`config.mk`:
```
export PLATFORM = sky130hd
export DESIGN_NAME = stop_watch_bcd_n
export DESIGN_NICKNAME = d
export VERILOG_FILES = /design/src/rtl/stop_watch_pkg.sv /design/src/rtl/stop_watch_bcd_n_digit.sv /design/src/rtl/stop_watch_bcd_n.sv
export SDC_FILE = /design/constraint.sdc
export NUM_CORES = 1
export LEC_CHECK = 0
export BUFFER_PORTS_ARGS = -buffer_cell sky130_fd_sc_hd__buf_4
export CORE_ASPECT_RATIO = 0.7
export CORE_MARGIN = 2
export CORE_UTILIZATION = 58
export DETAILED_ROUTE_END_ITERATION = 16
export PLACE_DENSITY = 0.88
export SETUP_SLACK_MARGIN = 0.02
export SYNTH_ARGS = -nofsm -noshare
export SYNTH_HDL_FRONTEND = slang
export SYNTH_SLANG_ARGS = --single-unit
```
`constraint.sdc`:
```
create_clock -name clk -period 2.9 [get_ports clk]
set_input_delay 0.435 -clock clk [delete_from_list [all_inputs] [get_ports clk]]
set_output_delay 0.435 -clock clk [all_outputs]
set_load 0.05 [all_outputs]
```
`src/rtl/stop_watch_pkg.sv`:
```
// Shared state type, BCD limit and digit clamp helper for the parametrised BCD stopwatch.
package stop_watch_pkg;

  typedef enum logic [1:0] {
    IDLE  = 2'd0,
    RUN   = 2'd1,
    PAUSE = 2'd2,
    DONE  = 2'd3
  } sw_state_t;

  localparam logic [3:0] BCD_MAX = 4'd9;

  function automatic logic [3:0] bcd_clamp(input logic [3:0] d);
    return (d > BCD_MAX) ? BCD_MAX : d;
  endfunction

endpackage

```
`src/rtl/stop_watch_bcd_n_digit.sv`:
```
// One BCD digit of the stopwatch counter: up/down step with carry/borrow chaining,
// synchronous clear/preset and a terminal flag (9 when counting up, 0 when counting down).
module bcd_digit
  import stop_watch_pkg::*;
(
  input  logic       clk,
  input  logic       clr,
  input  logic       i_clear,
  input  logic       i_load,
  input  logic [3:0] i_load_val,
  input  logic       i_step,
  input  logic       i_dir,
  input  logic       i_cin,
  output logic [3:0] o_digit,
  output logic       o_cout,
  output logic       o_term
);

  logic [3:0] r_digit;
  logic [3:0] w_next;

  assign o_term  = i_dir ? (r_digit == 4'd0) : (r_digit == BCD_MAX);
  assign o_cout  = i_cin & o_term;
  assign o_digit = r_digit;

  always_comb begin
    w_next = r_digit;
    if (i_dir) begin
      w_next = (r_digit == 4'd0) ? BCD_MAX : r_digit - 4'd1;
    end else begin
      w_next = (r_digit >= BCD_MAX) ? 4'd0 : r_digit + 4'd1;
    end
  end

  always_ff @(posedge clk or posedge clr) begin
    if (clr) begin
      r_digit <= 4'd0;
    end else if (i_clear) begin
      r_digit <= 4'd0;
    end else if (i_load) begin
      r_digit <= bcd_clamp(i_load_val);
    end else if (i_step && i_cin) begin
      r_digit <= w_next;
    end
  end

endmodule

```
`src/rtl/stop_watch_bcd_n.sv`:
```
// Parametrised BCD stopwatch: prescaler, run/pause/done FSM, priority control and digit chain.
// Optional lap-freeze display path is built when STOP_WATCH_LAP_EN is defined.
module stop_watch_bcd_n
  import stop_watch_pkg::*;
#(
  parameter int DVSR   = 100000,
  parameter int DIGITS = 4
) (
  input  logic                  clk,
  input  logic                  clr,
  input  logic                  start,
  input  logic                  stop,
  input  logic                  zero,
  input  logic                  load,
  input  logic [4*DIGITS-1:0]   load_val,
  input  logic                  dir,
  input  logic                  wrap_en,
  input  logic                  lap,
  output logic [4*DIGITS-1:0]   digits,
  output logic                  running,
  output logic                  tick,
  output logic                  wrap,
  output logic                  done,
  output logic                  lap_active
);

  localparam int PW = $clog2(DVSR);
  localparam logic [PW-1:0] PRESC_LAST = PW'(DVSR - 1);

  sw_state_t           r_state;
  sw_state_t           w_state_next;
  logic [PW-1:0]       r_presc;
  logic                r_wrap;
  logic [4*DIGITS-1:0] w_count;
  logic [DIGITS-1:0]   w_cin;
  logic [DIGITS-1:0]   w_cout;
  logic [DIGITS-1:0]   w_term;
  logic                w_tick;
  logic                w_tick_eff;
  logic                w_all_term;
  logic                w_sat;
  logic                w_step;
  logic                w_wrap_evt;

  // zero, load and stop outrank the tick, so a tick coinciding with any of them is dropped
  assign w_tick     = (r_state == RUN) && (r_presc == PRESC_LAST);
  assign w_tick_eff = w_tick & ~(zero | load | stop);
  assign w_all_term = &w_term;
  assign w_sat      = w_tick_eff & w_all_term & ~wrap_en;
  assign w_step     = w_tick_eff & ~w_sat;
  assign w_wrap_evt = w_step & w_cout[DIGITS-1];

  genvar gi;
  generate
    for (gi = 0; gi < DIGITS; gi++) begin : g_digit
      if (gi == 0) begin : g_lsd
        assign w_cin[gi] = 1'b1;
      end else begin : g_upper
        assign w_cin[gi] = w_cout[gi-1];
      end

      bcd_digit u_digit (
        .clk        (clk),
        .clr        (clr),
        .i_clear    (zero),
        .i_load     (load),
        .i_load_val (load_val[4*gi +: 4]),
        .i_step     (w_step),
        .i_dir      (dir),
        .i_cin      (w_cin[gi]),
        .o_digit    (w_count[4*gi +: 4]),
        .o_cout     (w_cout[gi]),
        .o_term     (w_term[gi])
      );
    end
  endgenerate

  always_ff @(posedge clk or posedge clr) begin
    if (clr) begin
      r_state <= IDLE;
    end else begin
      r_state <= w_state_next;
    end
  end

  // stop blocks start even when it has nothing to pause
  always_comb begin
    w_state_next = r_state;
    if (zero || load) begin
      w_state_next = IDLE;
    end else if (stop) begin
      if (r_state == RUN) begin
        w_state_next = PAUSE;
      end
    end else if (start && (r_state == IDLE || r_state == PAUSE)) begin
      w_state_next = RUN;
    end else if (w_sat) begin
      w_state_next = DONE;
    end
  end

  always_ff @(posedge clk or posedge clr) begin
    if (clr) begin
      r_presc <= '0;
    end else if (zero || load) begin
      r_presc <= '0;
    end else if (r_state == RUN && !stop) begin
      r_presc <= w_tick ? '0 : r_presc + PW'(1);
    end
  end

  always_ff @(posedge clk or posedge clr) begin
    if (clr) begin
      r_wrap <= 1'b0;
    end else begin
      r_wrap <= w_wrap_evt;
    end
  end

  assign running = (r_state == RUN);
  assign done    = (r_state == DONE);
  assign tick    = w_tick;
  assign wrap    = r_wrap;

`ifdef STOP_WATCH_LAP_EN
  logic                r_lap_active;
  logic [4*DIGITS-1:0] r_lap;

  // the snapshot is taken only on entry to the freeze; leaving it reveals the live count
  always_ff @(posedge clk or posedge clr) begin
    if (clr) begin
      r_lap_active <= 1'b0;
      r_lap        <= '0;
    end else if (zero || load) begin
      r_lap_active <= 1'b0;
    end else if (lap && (r_state == RUN || r_state == PAUSE)) begin
      if (!r_lap_active) begin
        r_lap <= w_count;
      end
      r_lap_active <= ~r_lap_active;
    end
  end

  assign lap_active = r_lap_active;
  assign digits     = r_lap_active ? r_lap : w_count;
`else
  logic w_unused_lap;
  assign w_unused_lap = lap;
  assign lap_active   = 1'b0;
  assign digits       = w_count;
`endif

endmodule

```
==> results.yml, run 1 <==
clock_network:
  root_buffer: "clkbuf_8"
  cts_buffers: 5
  tritoncts: "done"
  clock-sinks: 36
  htree_levels: 2
  postCtsSetupRepairBufs: 0
  cts_buffer_depth: 2
  clkLatencyLatePin_ps: 290
  clkTransAtPathRegs_ps: 80
place:
  hpwlAfterDp_um: 5980
  port-buffer-count: 43
  place_ws_ps: 146
  gp_congestion: 0.935
finish:
  most-common-layout-cells: "buf_4 (53), dfrtp_1 (36), o21ai_0 (30)"
  fin_nets: 453
  syn2layout_area_growth_pct: 17.8
  final_common_cell: "buf_4"
  diodes: 0
  layout-drive-gt1-share_pct: 19.2
  fillers: 423
logic_synthesis:
  synth_top_area_share_pct: 29.6
  ys_ff_latch: 36
  ys_top_cells_by_area: "dfrtp_1 (30%), ha_1 (7.0%), o21ai_0 (4.9%), nand2_1 (3.5%), nor2_1 (3.5%)"
  synth_xor_area_share_pct: 3.17
  syn_inst: 366
  async_flop_share_pct: 100
  ys.flop_type: "dfrtp_1"
  syn-num-nets: 408
  syn-cell-area_sq_um: 3040
  synth_compound_gate_area_share_pct: 25.9
  synth-simple-area-share_pct: 25.4
  yosysWarnings: 0
  synth_top_family_by_area: "compound AO/OA/AOI/OAI gates"
  synth_edf_count: 0
  syn_area_per_cell_sq_um: 8.30
  synth.largest_area_cell: "dfrtp_1"
  synthMuxAreaShare_pct: 3.50
  synth_fa_ha_area_share_pct: 7.00
  synth.distinct_cells: 68
  ys_seq_area_share_pct: 29.6
timing:
  finalMaxSlewViolations: 0
  fin_tns_setup_ps: 0
  relSlewSlack_pct: 52.6
  worstMarginPinSlew_ps: 694
  min_period_ps: 2720
  hold_ws_ps: 240
  rsz0062_at_grt: "no"
  hold_viol_final: 0
  setup_viol: 0
  worst_slack_ps: 175
  fin_worst_skew_ps: 5.99
  fin_crit_sh_pct: 94.0
  max_freq_mhz: 367
grt:
  grt_pass1_vias: 2741
  grt.busiest_layer: "met1"
  grt_max_degree: 37
  antenna_found_initial: 0
  grt_util_met2_pct: 41.5
  use_met3_pct: 5.35
  use_met1_pct: 43.0
  grt_first_pass_wirelength_um: 13200
  grt_overflow: 0
  grt_usage_pct: 28.5
detailed_routing:
  vias: 3040
  drt-total-wl_um: 7990
  first_pass_iters: 5
  routed_via_density: 6.28
  route.detailed.drc: 0
  post_drt_wl_per_cell_um: 16.5
  ant_nets: 0
  drtIter0Drc: 274
floorplan:
  die_w_um: 90.5
  core-area_sq_um: 5150
  start_util_pct: 59.0
  die_area_sq_um: 5840
  fp.dieH_um: 64.6
  ios: 46
  placement_rows: 22
power_and_ir_drop:
  switching_power_mw: 0.521
  swShare_pct: 35.1
  pwr_density_cell_nw_per_um2: 415
  power_frac_clock_pct: 30.1
  ir_worst_vdd_mv: 0.296
  seqPwrFrac_pct: 38.5
  p_leak_nw: 1.51
  p_int_mw: 0.965
  power_frac_comb_pct: 31.4
critical_path:
  path_class: "reg -> reg"
  path_cells: "inv_1 > ha_1 > or4bb_1 > a211o_1 > a211oi_1 > nor2_1 > mux2_1"
  worstSetupStartpoint: "g_digit[0].u_digit.o_digit[1]"
  critPathMaxFanout: 5
  max_stage_delay_ps: 550
  crit_slowest_cell: "or4bb_1"
  r2r_start: "g_digit[0].u_digit.o_digit[1]"
  r2r_slack_ps: 180
  crit_arrival_ps: 2900
  worstSetupStartpointType: "register"
  crit_path_end_kind: "register"
  required_ps: 3080
run_status:
  outcome: "completed"
run:
  maxCapViolations: 0
hold_path:
  min_path_type: "in -> async"
-- what timing repair did --
action,4_1_cts,5_1_grt
resized for setup,0,1
hold buffers,0,0
endpoints found under the setup margin,0,1
-- through the flow --
step / utilization [%] / cell area [sq um] / std cells / power, mW
2_1_floorplan: - / 3040 / 366 / 0.898
3_3_place_gp: 67.3 / 3470 / 476 / 1.02
3_5_place_dp: 67.3 / 3470 / 476 / 1.04
4_1_cts: 69.5 / 3580 / 484 / 1.48
5_1_grt: 69.6 / 3580 / 484 / 1.55
6_report: 69.6 / 3580 / 484 / 1.49
-- flip-flops by register name (all words and copies together), names as in the netlist --
signal and count:
r_presc 17, g_digit.u_digit.o_digit 16, r_state 2, wrap 1
-- cell type report --
| class | count | area [sq um] | area share, % |
|---|---|---|---|
| inverters | 26 | 97.6 | 2.73 |
| clock buffers | 5 | 68.8 | 1.92 |
| clock inverters | 3 | 42.5 | 1.19 |
| repair buffers | 53 | 398 | 11.1 |
| multi-input cells | 289 | 1980 | 55.4 |
| flip-flops and latches | 36 | 901 | 25.2 |
| well taps | 72 | 90.1 | 2.52 |
-- critical path, delay by kind of cell (launching register included) --
kind	cells	cell delay, ps
AO/OA/AOI/OAI	2	730
flip-flops	1	420
buffers and inverters	1	150
adder cells (fa/ha/maj)	1	220
AND/OR/NAND/NOR	2	740
multiplexers	1	340
-- Yosys cell counts, types with 4 or more instances --
master    count
nor2b_1       6
o211ai_1      5
xnor2_1       8
or4_1         4
nand2b_1      8
nor2_1       28
a31oi_1       7
o31ai_1       6
nand3_1       9
nor4_1        5
or2_2         5
a211oi_1      7
mux2i_1       5
a21oi_1      18
inv_1        25
ha_1         17
o21ai_0      30
nand2_1      28
clkbuf_1     13
nor4bb_1      4
nand3b_1      6
dfrtp_1      36
nand4_1       8
-- kinds of logic after synthesis --
| kind of cell | Yosys count |
|---|---|
| DFF | 36 |
| muxes | 10 |
| AOI/OAI and AO/OA | 113 |
| buffers and inverters | 41 |
| other | 1 |
| and+or+nand+nor | 137 |
| adders and majority gates | 17 |
| xor gates and xnor gates | 11 |
-- power groups by stage --
stage / Clock (mW) / Combinational [mW] / Sequential (mW)
after floorplan: 0 / 0.261 / 0.637
after global placement: 0 / 0.445 / 0.579
after detailed placement: 0 / 0.460 / 0.581
after CTS: 0.446 / 0.462 / 0.571
after global routing: 0.466 / 0.508 / 0.577
final: 0.447 / 0.467 / 0.573
-- path summary, 6_finish.rpt --
check | end | cells past startpoint
worst max-delay path | g_digit[1].u_digit.o_digit[3] | 7
worst min-delay path | r_presc[12] | 3
worst max register to register | g_digit[1].u_digit.o_digit[3] | 7
worst min register to register | r_presc[9] | 1
max in group asynchronous | g_digit[0].u_digit.o_digit[1] | 3
min in group clk | r_state[1] | 2
-- routing by layer --
metal  vias to the layer above  wire length (um)
li1                       1453                 -
met1                      1456              3900
met2                       122              3500
met3                         9               535
met4                         0                55
met5                         -                 0
No activity file was read; power rests on OpenSTA's default activity.
==> run 2: changes to the inputs <==
- CORE_UTILIZATION: 58 -> 25
- PLACE_DENSITY: 0.88 -> 0.48
==> run 2 against run 1 <==
Effect of this change:
- die area grew 120%
- clock skew shrank 1.5 ps
- maximum frequency grew 2.0%
- cell count grew 19%
- setup slack gained 54 ps
- first-iteration DRC count shrank 19%
- clock-buffer cell count grew 3
- sequential power shrank 2%
- register-to-register slack gained 50 ps
- power grew 7.6%
- via count shrank 2.2%
- combinational power grew 6.0%
- largest power group unchanged
- highest routed layer unchanged
==> results.yml, run 2 (synthesis results as in run 1) <==
timing:
  relSlewSlack_pct: 55.3
  fin_tns_setup_ps: 0
  max_freq_mhz: 374
  setup_viol: 0
  hold_viol_final: 0
  fin_worst_skew_ps: 4.52
  min_period_ps: 2670
  hold_ws_ps: 288
  finalMaxSlewViolations: 0
  rsz0062_at_grt: "no"
  worstMarginPinSlew_ps: 653
  fin_crit_sh_pct: 92.1
clock_network:
  clock-sinks: 36
  clkTransAtPathRegs_ps: 60
  cts_buffer_depth: 2
  cts_buffers: 5
  tritoncts: "done"
  clkLatencyLatePin_ps: 270
  root_buffer: "clkbuf_16"
  htree_levels: 2
  cts_hold_buf: 0
grt:
  antenna_found_initial: 0
  grt_usage_pct: 14.3
  grt_pass1_vias: 2847
  grt_util_met2_pct: 21.4
  use_met1_pct: 21.7
  grt.busiest_layer: "met1"
  grt_overflow: 0
  use_met3_pct: 2.47
  grt_max_degree: 37
  grt_first_pass_wirelength_um: 15000
finish:
  fin_nets: 459
  diodes: 0
  largest_reg_flops: 17
  fillers: 1242
  largest-register: "r_presc"
  final_cell_area_sq_um: 3770
  seq_area_sq_um: 901
  syn2layout_area_growth_pct: 24.0
  final_common_cell: "buf_4"
  layout.cells.non_filler: 575
  layout-drive-gt1-share_pct: 19.9
  most-common-layout-cells: "buf_4 (59), dfrtp_1 (36), o21ai_0 (30)"
  final_core_util_pct: 32.0
  multi_input_area_sq_um: 1980
detailed_routing:
  vias: 2973
  ant_nets: 0
  post_drt_wl_per_cell_um: 15.6
  route.detailed.drc: 0
  routed_via_density: 5.17
  first_pass_iters: 4
  drt-total-wl_um: 8990
  drtIter0Drc: 221
critical_path:
  path_class: "reg -> reg"
  crit_path_end_kind: "register"
  worstSetupStartpointType: "register"
  crit_arrival_ps: 2830
  path_cells: "inv_1 > ha_1 > or4bb_1 > a211o_1 > or4_4 > o311a_1"
  max_stage_delay_ps: 550
  crit_slowest_cell: "or4bb_1"
  critPathMaxFanout: 8
  required_ps: 3060
floorplan:
  ios: 46
  start_util_pct: 25.8
  die_area_sq_um: 13100
  fp.dieH_um: 96.2
  placement_rows: 33
  die_w_um: 136
  core-area_sq_um: 11800
run:
  maxCapViolations: 0
place:
  placed_cell_area_sq_um: 3620
  hpwlAfterDp_um: 6730
  dp_cells: 567
  port-buffer-count: 43
  gp_congestion: 0.815
power_and_ir_drop:
  p_leak_nw: 1.56
  pwr_density_cell_nw_per_um2: 425
  ir_worst_vdd_mv: 0.192
hold_path:
  min_path_type: "in -> async"
run_status:
  outcome: "completed"
[run 2: changes by cell type in the layout (fill, tap and decap cells not counted), sizes merged]
cell | previous run | this run
buf | 53 | 59
bufinv | 1 | 0
clkbuf | 5 | 8
clkinv | 2 | 1
clkinvlp | 1 | 0
[run 2: worst paths after layout]
kind | start | to | slack [ps] | cells past startpoint
worst max-delay path | g_digit[0].u_digit.o_digit[1] | g_digit[3].u_digit.o_digit[0] | 230 | 6
worst min-delay path | clr | r_presc[0] | 290 | 3
worst max register to register | g_digit[0].u_digit.o_digit[1] | g_digit[3].u_digit.o_digit[0] | 230 | 6
worst min register to register | r_presc[16] | r_presc[16] | 510 | 1
max in group asynchronous | clr | r_presc[6] | 2270 | 3
min in group clk | start | r_state[1] | 360 | 2
[run 2: area by class of cell]
class	instances	area share [%]
multi-input combinational	289	52.6
sequential	36	23.9
tap	157	5.21
inverter	26	2.59
timing repair buffer	59	11.8
clock buffer	8	3.89
[run 2: routing by layer]
layer | wire [um] | part of all wire [%]
met5 | 0 | 0
met3 | 516 | 5.7
met2 | 3650 | 41
met1 | 4760 | 53
met4 | 61 | 0.68
[run 2: worst max-delay path, delay by kind of cell (launching register included)]
kind	cells	cell delay, ps
AND/OR/NAND/NOR	2	1100
buffers and inverters	1	150
adder cells (fa/ha/maj)	1	210
flip-flops	1	420
AO/OA/AOI/OAI	2	670
[run 2: report_power, final]
| part | internal [mW] | switching [mW] |
|---|---|---|
| logic | 0.198 | 0.297 |
| clock network | 0.343 | 0.201 |
| registers | 0.524 | 0.0367 |
| total | 1.06 | 0.535 |
[run 2: metrics by stage]
stage          power, mW  setup slack [ps]
5_1_grt             1.68               128
4_1_cts             1.62               113
3_3_place_gp        1.06               154
2_1_floorplan      0.898              80.9
3_5_place_dp        1.06               125
6_report            1.60               229
[run 2: what timing repair did]
item / in CTS / in global routing
gates resized for setup: 0 / 1
setup endpoints to repair: 0 / 2
buffers inserted: 0 / 0
==> run 3: changes to the inputs <==
- ABC_AREA: unset -> 1
- BUFFER_PORTS_ARGS: -buffer_cell sky130_fd_sc_hd__buf_4 -> unset
- DONT_BUFFER_PORTS: unset -> 1
- PLACE_DENSITY: 0.48 -> 0.45
==> run 3 against run 2 <==
Effect of this change:
- maximum frequency rose by 17%
- sequential power rose by 7.1%
- combinational power fell by 15%
- setup slack improved by 380 ps
- register-to-register slack improved by 380 ps
- worst hold slack got worse by 170 ps
- power fell by 2.0%
- sequential cell count did not move
- sequential share of layout area rose by 2.9 points
- non-clock buffer count fell by 46
- critical path type unchanged
- highest routed layer unchanged
==> results.yml, run 3 <==
logic_synthesis:
  syn-cell-area_sq_um: 3000
  syn_inst: 453
  yosysMostFrequentCell: "nand2_1"
  synth_top_area_share_pct: 30.1
  ys_top_cells_by_count: "nand2_1 (120), nand3_1 (49), nor2_1 (45)"
  async_flop_share_pct: 100
  synth.largest_area_cell: "dfrtp_1"
  syn-num-nets: 495
  ys_ff_latch: 36
  synth_edf_count: 0
  ys.flop_type: "dfrtp_1"
  synth.distinct_cells: 38
  ys_seq_area_share_pct: 30.1
  yosysWarnings: 0
  syn_area_per_cell_sq_um: 6.62
  ys_top_cells_by_area: "dfrtp_1 (30%), nand2_1 (15%), nand3_1 (8.2%), ha_1 (7.1%), nor2_1 (5.6%)"
run:
  maxCapViolations: 0
timing:
  relSlewSlack_pct: 49.0
  fin_worst_skew_ps: 5.78
  fin_tns_setup_ps: 0
  rsz0062_at_grt: "no"
  worst_slack_ps: 611
  max_freq_mhz: 437
  hold_ws_ps: 116
  min_period_ps: 2290
  setup_viol: 0
  worstMarginPinSlew_ps: 765
  fin_crit_sh_pct: 78.9
  finalMaxSlewViolations: 0
  hold_viol_final: 0
floorplan:
  placement_rows: 33
  die_w_um: 135
  start_util_pct: 25.6
  core-area_sq_um: 11700
  fp.dieH_um: 95.6
  die_area_sq_um: 12900
  ios: 46
place:
  port-buffer-count: 0
  dp_cells: 609
  placed_cell_area_sq_um: 3210
  place_ws_ps: 602
  hpwlAfterDp_um: 6470
  gp_congestion: 0.862
finish:
  largest_reg_flops: 17
  largest-register: "r_presc"
  fin_nets: 501
  final_cell_area_sq_um: 3360
  layout.cells.non_filler: 617
  final_core_util_pct: 28.8
  final_common_cell: "nand2_1"
  layout-drive-gt1-share_pct: 9.35
  most-common-layout-cells: "nand2_1 (120), nand3_1 (49), nor2_1 (45)"
  diodes: 0
  fillers: 1291
  syn2layout_area_growth_pct: 12.2
power_and_ir_drop:
  pwr_density_cell_nw_per_um2: 467
  p_leak_nw: 1.53
  p_total_mw: 1.57
  ir_worst_vdd_mv: 0.249
clock_network:
  cts_resized: 0
  htree_levels: 2
  root_buffer: "clkbuf_16"
  cts_hold_buf: 0
  cts_buffer_depth: 2
  clkLatencyLatePin_ps: 280
  clkTransAtPathRegs_ps: 60
  cts_buffers: 5
  clock-sinks: 36
  postCtsSetupRepairBufs: 0
  tritoncts: "done"
critical_path:
  worstSetupStartpointType: "register"
  cp_common_cell: "nand2_1"
  critPathMaxFanout: 11
  r2r_slack_ps: 610
  critical-path-top-delay-family: "simple AND/OR/NAND/NOR gates"
  max_stage_delay_ps: 580
  required_ps: 3060
  path_cells: "inv_1 > ha_1 > nand3_1 > nand2_1 > nand2_1 > nor2_2 > nand2_1 > o21ai_2 > nand2_2 > nand3_1 > nand2_1"
  cp_num_buf_inv: 1
  path_class: "reg -> reg"
  crit_slowest_cell: "dfrtp_1"
  crit_arrival_ps: 2450
  crit_path_end_kind: "register"
run_status:
  outcome: "completed"
detailed_routing:
  routed_via_density: 4.75
  route.detailed.drc: 0
  ant_nets: 0
  vias: 2928
  drt-total-wl_um: 8360
  first_pass_iters: 5
  post_drt_wl_per_cell_um: 13.5
  drtIter0Drc: 173
grt:
  grt_first_pass_wirelength_um: 13900
  antenna_found_initial: 0
  grt_max_degree: 24
  grt_overflow: 0
  grt_usage_pct: 13.6
  grt_pass1_vias: 2684
hold_path:
  min_path_type: "in -> async"
==> run 3: cell types whose count changed after synthesis, sizes merged, moves of 8 or more <==
| cell | delta |
|---|---|
| clkbuf | -8 |
| nor2 | +26 |
| nand3 | +41 |
| nand2 | +95 |
| nand2b | -8 |
| a21oi | +13 |
| inv | +23 |
==> run 3: logic make-up after synthesis <==
group	after synthesis	synth area share, %
buffers and inverters	64	8.85
AND/OR/NAND/NOR	250	36.8
adder cells (fa/ha/maj)	17	7.10
XOR/XNOR	9	2.63
AO/OA/AOI/OAI	76	14.4
other	1	0.125
flip-flops	36	30.1
==> run 3: final timing paths <==
| kind | end | from | depth (start not counted) |
|---|---|---|---|
| setup / recovery | g_digit[1].u_digit.o_digit[2] | g_digit[0].u_digit.o_digit[1] | 11 |
| hold / removal | g_digit[0].u_digit.o_digit[2] | clr | 1 |
| setup reg to reg | g_digit[1].u_digit.o_digit[2] | g_digit[0].u_digit.o_digit[1] | 11 |
| hold reg to reg | r_state[1] | r_state[1] | 2 |
| max in group asynchronous | r_state[0] | clr | 2 |
| min in group clk | g_digit[2].u_digit.o_digit[1] | zero | 3 |
==> run 3: final cells by class <==
cell class                      instances  area, sq um  share of cell area (%)
Clock buffer                            8          146                    4.36
Inverter                               50          189                    5.62
Multi-Input combinational cell        353         1830                    54.5
Sequential cell                        36          901                    26.8
Tap cell                              157          196                    5.85
Timing Repair Buffer                   13         97.6                    2.90
==> run 3: layer usage <==
metal	track usage [%]	up-vias	wire, um
met1	19.7	1347	4330
met2	19.6	81	3310
met3	3.83	4	649
met4	3.77	0	68
li1	-	1496	-
met5	0	-	0
==> run 3: where the power goes <==
part           switching, mW  internal, mW  leakage [nW]
combinational          0.285         0.137         0.968
sequential            0.0741         0.527         0.487
clock                  0.202         0.343        0.0712
total                  0.561          1.01          1.53
